File: config.mk
export PLATFORM = sky130hd
export DESIGN_NAME = gf180mcu_osu_sc_gp12t3v3__rst_seq
export DESIGN_NICKNAME = d
export VERILOG_FILES = /design/src/rtl/gf180mcu_osu_sc_gp12t3v3__rst_seq.sv
export SDC_FILE = /design/constraint.sdc
export NUM_CORES = 1
export LEC_CHECK = 0
export ABC_AREA = 1
export BUFFER_PORTS_ARGS = -buffer_cell sky130_fd_sc_hd__buf_2
export CAP_MARGIN = 10
export CELL_PAD_IN_SITES_DETAIL_PLACEMENT = 0
export CELL_PAD_IN_SITES_GLOBAL_PLACEMENT = 2
export CORE_MARGIN = 3
export CORE_UTILIZATION = 34
export CTS_CLUSTER_SIZE = 12
export DETAILED_ROUTE_END_ITERATION = 12
export MAX_ROUTING_LAYER = met4
export PLACE_DENSITY_LB_ADDON = 0.1
export SYNTH_ARGS = -nofsm -noshare
export SYNTH_HDL_FRONTEND = slang
export SYNTH_SLANG_ARGS = --single-unit
File: constraint.sdc
create_clock -name CLK -period 3.62 [get_ports CLK]
set_input_delay 0 -clock CLK [delete_from_list [all_inputs] [get_ports CLK]]
set_output_delay 0 -clock CLK [all_outputs]
set_load 0.01 [all_outputs]
File: src/rtl/gf180mcu_osu_sc_gp12t3v3__rst_seq.sv
// Staged reset sequencer: holds selected active-low RN domains low for HOLD_CYC
// cycles, then releases them one at a time, lowest index first, GAP_CYC apart.
module gf180mcu_osu_sc_gp12t3v3__rst_seq #(
   parameter int unsigned NDOM     = 4,
   parameter int unsigned HOLD_CYC = 8,
   parameter int unsigned GAP_CYC  = 2,
   parameter int unsigned CW       = 8
) (
   input  logic            CLK,
   input  logic            RST,
   input  logic            REQ,
   input  logic [NDOM-1:0] MASK,
   output logic [NDOM-1:0] RN,
   output logic            BUSY,
   output logic            DONE
);

   localparam int unsigned   IW        = (NDOM > 1) ? $clog2(NDOM) : 1;
   localparam logic [CW-1:0] HOLD_LAST = CW'(HOLD_CYC - 1);
   localparam logic [CW-1:0] GAP_LAST  = CW'(GAP_CYC - 1);

   typedef enum logic [1:0] {
      S_IDLE,
      S_ASSERT,
      S_RELEASE,
      S_FIN
   } state_t;

   typedef struct packed {
      logic          found;
      logic [IW-1:0] idx;
   } pick_t;

   state_t          state;
   logic [CW-1:0]   cnt;
   logic [IW-1:0]   idx;
   logic [NDOM-1:0] mq;
   logic [NDOM-1:0] above;
   pick_t           first_pick;
   pick_t           next_pick;
   logic            req_ok;

   // Priority encoder: lowest set bit of m, scanning downward so the last hit wins.
   function automatic pick_t lowest(input logic [NDOM-1:0] m);
      pick_t p;
      p = '0;
      for (int i = NDOM - 1; i >= 0; i--) begin
         if (m[i]) begin
            p.found = 1'b1;
            p.idx   = IW'(i);
         end
      end
      return p;
   endfunction

   // NOTE: every variable written in always_comb gets a default first, so no latch is inferred.
   always_comb begin
      above = '0;
      for (int i = 0; i < NDOM; i++) begin
         above[i] = mq[i] && (IW'(i) > idx);
      end
   end

   assign first_pick = lowest(mq);
   assign next_pick  = lowest(above);
   assign req_ok     = REQ && (MASK != '0);

   // NOTE: state uses non-blocking assignments; RST is sampled on the clock edge, not asynchronously.
   always_ff @(posedge CLK) begin
      if (RST) begin
         state <= S_ASSERT;
         mq    <= '1;
         cnt   <= '0;
         idx   <= '0;
         RN    <= '0;
         BUSY  <= 1'b1;
         DONE  <= 1'b0;
      end else begin
         case (state)
            S_IDLE, S_FIN: begin
               DONE <= 1'b0;
               if (req_ok) begin
                  mq    <= MASK;
                  RN    <= RN & ~MASK;
                  cnt   <= '0;
                  BUSY  <= 1'b1;
                  state <= S_ASSERT;
               end else begin
                  BUSY  <= 1'b0;
                  state <= S_IDLE;
               end
            end

            S_ASSERT: begin
               if (cnt == HOLD_LAST) begin
                  cnt <= '0;
                  if (first_pick.found) begin
                     idx                 <= first_pick.idx;
                     RN[first_pick.idx]  <= 1'b1;
                     state               <= S_RELEASE;
                  end else begin
                     // Unreachable with a non-empty mask; finish cleanly regardless.
                     BUSY  <= 1'b0;
                     DONE  <= 1'b1;
                     state <= S_FIN;
                  end
               end else begin
                  cnt <= cnt + CW'(1);
               end
            end

            S_RELEASE: begin
               if (cnt == GAP_LAST) begin
                  cnt <= '0;
                  if (next_pick.found) begin
                     idx               <= next_pick.idx;
                     RN[next_pick.idx] <= 1'b1;
                  end else begin
                     BUSY  <= 1'b0;
                     DONE  <= 1'b1;
                     state <= S_FIN;
                  end
               end else begin
                  cnt <= cnt + CW'(1);
               end
            end

            default: state <= S_IDLE;
         endcase
      end
   end

endmodule

==> metrics <==
Adder-Cell Fraction of Synth Area=3.774%; simple logic cell fraction of the synthesized area=34.53%; Worst Setup EP=mq[2]; commonest non-fill, non-tap cells in the layout=nand2_1 (43), inv_1 (28), nor2_1 (23), dfxtp_1 (22); Final setup violation count=0; Synth Register Bits=22; met3 global-route usage=2.791%; first-pass GRT wire length=5720 um; PD cells=753.3 nW/um^2; Pwr Total=1.143 mW; placed inst area=1423 um^2; Hold Path Class=primary input to flip-flop; antenna diode count=0; post-synthesis mux area share=0%; CTS buffer count=3; CTS tree=done; maximum VDD drop=0.0002135 V; CP Class=flip-flop to flip-flop; # clock sinks=22; Final Slew Violations=0; initial antenna violation count=0; post-CTS setup repair buffer count=0; CP startpoint kind=flip-flop; commonest non-fill, non-tap cell in the layout=nand2_1; total I/O pin count=13; Clock Skews=8.558 ps; routed vias=1,370; Row Count=22; crit path DAT=2060 ps; remaining antenna violation count after routing=0; DPL Wire Length=2696 um; crit path cell chain=inv_1, ha_1, clkinv_1, nor2_2, nand2_1, o211ai_1; number of synthesized flops with an enable pin=0; Synth area leader=dfxtp_1; Post-Syn Instances=203; Detailed Route WL=3471 um; Core ar.=3716 um^2; Worst-Margin Slew=435.5 ps; Slew headroom=70.94%; met1 Use GR=18.62%; Req. time, crit path=3810 ps; via/cell ratio=5.131; critical path peak fanout=11; Synth Flop Type=dfxtp_1; complex-gate fraction of the synthesized area=18.21%; share of cells above drive strength 1=12.33%; GRT Total Usage=16.68%; Chip Width=68.46 um; Initial Utilization=35.69%; Final #Nets=231; Max-Cap Viols=0; Post-Synth XOR/XNOR Area=0%; Synth Area per Inst=6.533 um^2; Leak=0.7168 nW; cell area after synthesis=1326 um^2; CP endpoint kind=flip-flop; Most Used Layer, Global Route=met2; cell family with most CP delay=adder cells; met2 global-route usage=29.56%; R2R Path End=mq[2]; Crit. path cell count=6; synth top area cells=dfxtp_1 (33%), nand2_1 (12%), inv_1 (7.9%); die height=68.46 um; die area=4686 um^2; clk root buf=clkbuf_8; reg2reg setup slack=1750 ps; largest net degree at the start of global routing=14; Port Buffers=12; r2r startpoint=state[0]; yosys warns=0; CTS Hold Buffers Added=4; clk buf depth=2; Unique masters post-synth=29; fin crit share=51.57%; fill count=418; post-route cell area=1518 um^2; CP max stage cell=ha_1; Seq/Total Area, Yosys=33.21%; Final min period=1867 ps; gpl congestion=0.7516; largest family of logic cells by synthesized area=simple AND/OR/NAND/NOR gates; top-area cell type share of the netlist area=33.21%; Layout area overhead=14.43%; clk_lat worst skew=270 ps; worst r2r path cells=6; CTS resizes=0; Residual DRC=0; GRT overflow=0; outcome=finished clean; Detailed Routing Iterations Pass 1=4; Synth Net Count=214; setup repair after global routing missed its margin=no; drt wl/cell=13.00 um; initial DRC count=41; CP peak stage delay=490 ps; CTS H-tree depth=1; Crit. Startpoint=state[0]; Fmax=0.5356 GHz; Hold Fails Final Rpt=0; WP buf/inv=2; CTS clk-pin slew, worst paths=90 ps; setup TNS=0 ps; Post-synth ARST share=0%; vias in the first global route=1,333
Yosys cell counts (4+ instances only):
| master | number |
|---|---|
| a21oi_1 | 18 |
| dfxtp_1 | 22 |
| ha_1 | 4 |
| inv_1 | 28 |
| nand2_1 | 43 |
| nand2_2 | 4 |
| nand3_1 | 18 |
| nand4_1 | 4 |
| nor2_1 | 23 |
| nor3_1 | 5 |
| o211ai_1 | 5 |
| o21ai_0 | 10 |
where the power goes:
part | total [mW] | leakage (nW) | switching [mW] | internal (mW)
registers | 0.369 | 0.180 | 0.0628 | 0.306
logic | 0.592 | 0.508 | 0.399 | 0.193
clock network | 0.182 | 0.0288 | 0.0850 | 0.0971
total | 1.14 | 0.717 | 0.547 | 0.597
metrics by stage:
stage               setup WS (ps)  hold WS (ps)  instances  utilization (%)
floorplan                    2106         130.4        203                -
global route                 1565         78.90        267            40.84
CTS                          1751         53.74        267            40.84
detailed placement           1783         249.6        259            38.28
finish                       1753         44.21        267            40.84
global placement             1861         246.1        259            38.28
state kept, by name (all words and copies together) (netlist names):
signal,count
idx,2
DONE,1
BUSY,1
state,2
cnt,8
mq,4
RN,4
cell type report:
class / instances / area, um^2 / area share, %
repair buffers: 16 / 100.1 / 6.595
flip-flops and latches: 22 / 440.4 / 29.02
clock buffers: 4 / 55.05 / 3.627
well taps: 48 / 60.06 / 3.957
inverters: 30 / 112.6 / 7.420
multi-input cells: 147 / 749.5 / 49.38
logic make-up after synthesis:
group           after synthesis
flops                        22
compound gates               41
buf+inv                      34
fa+ha+maj                     4
simple gates                102
how the worst min path moves through the flow:
stage	startpoint	endpoint	slack (ps)	cells after the start
floorplan	MASK[0]	mq[0]	130	2
global placement	MASK[2]	mq[2]	250	3
detailed placement	MASK[1]	mq[1]	250	3
CTS	RST	cnt[3]	50	2
global route	RST	cnt[5]	80	2
finish	RST	cnt[3]	40	2
metal layers:
metal,part of all wire [%],up-vias
met5,0,-
met4,1.4,0
met3,3.8,4
met2,50,39
met1,44,631
li1,-,696
(Power assumes the default switching activity.)
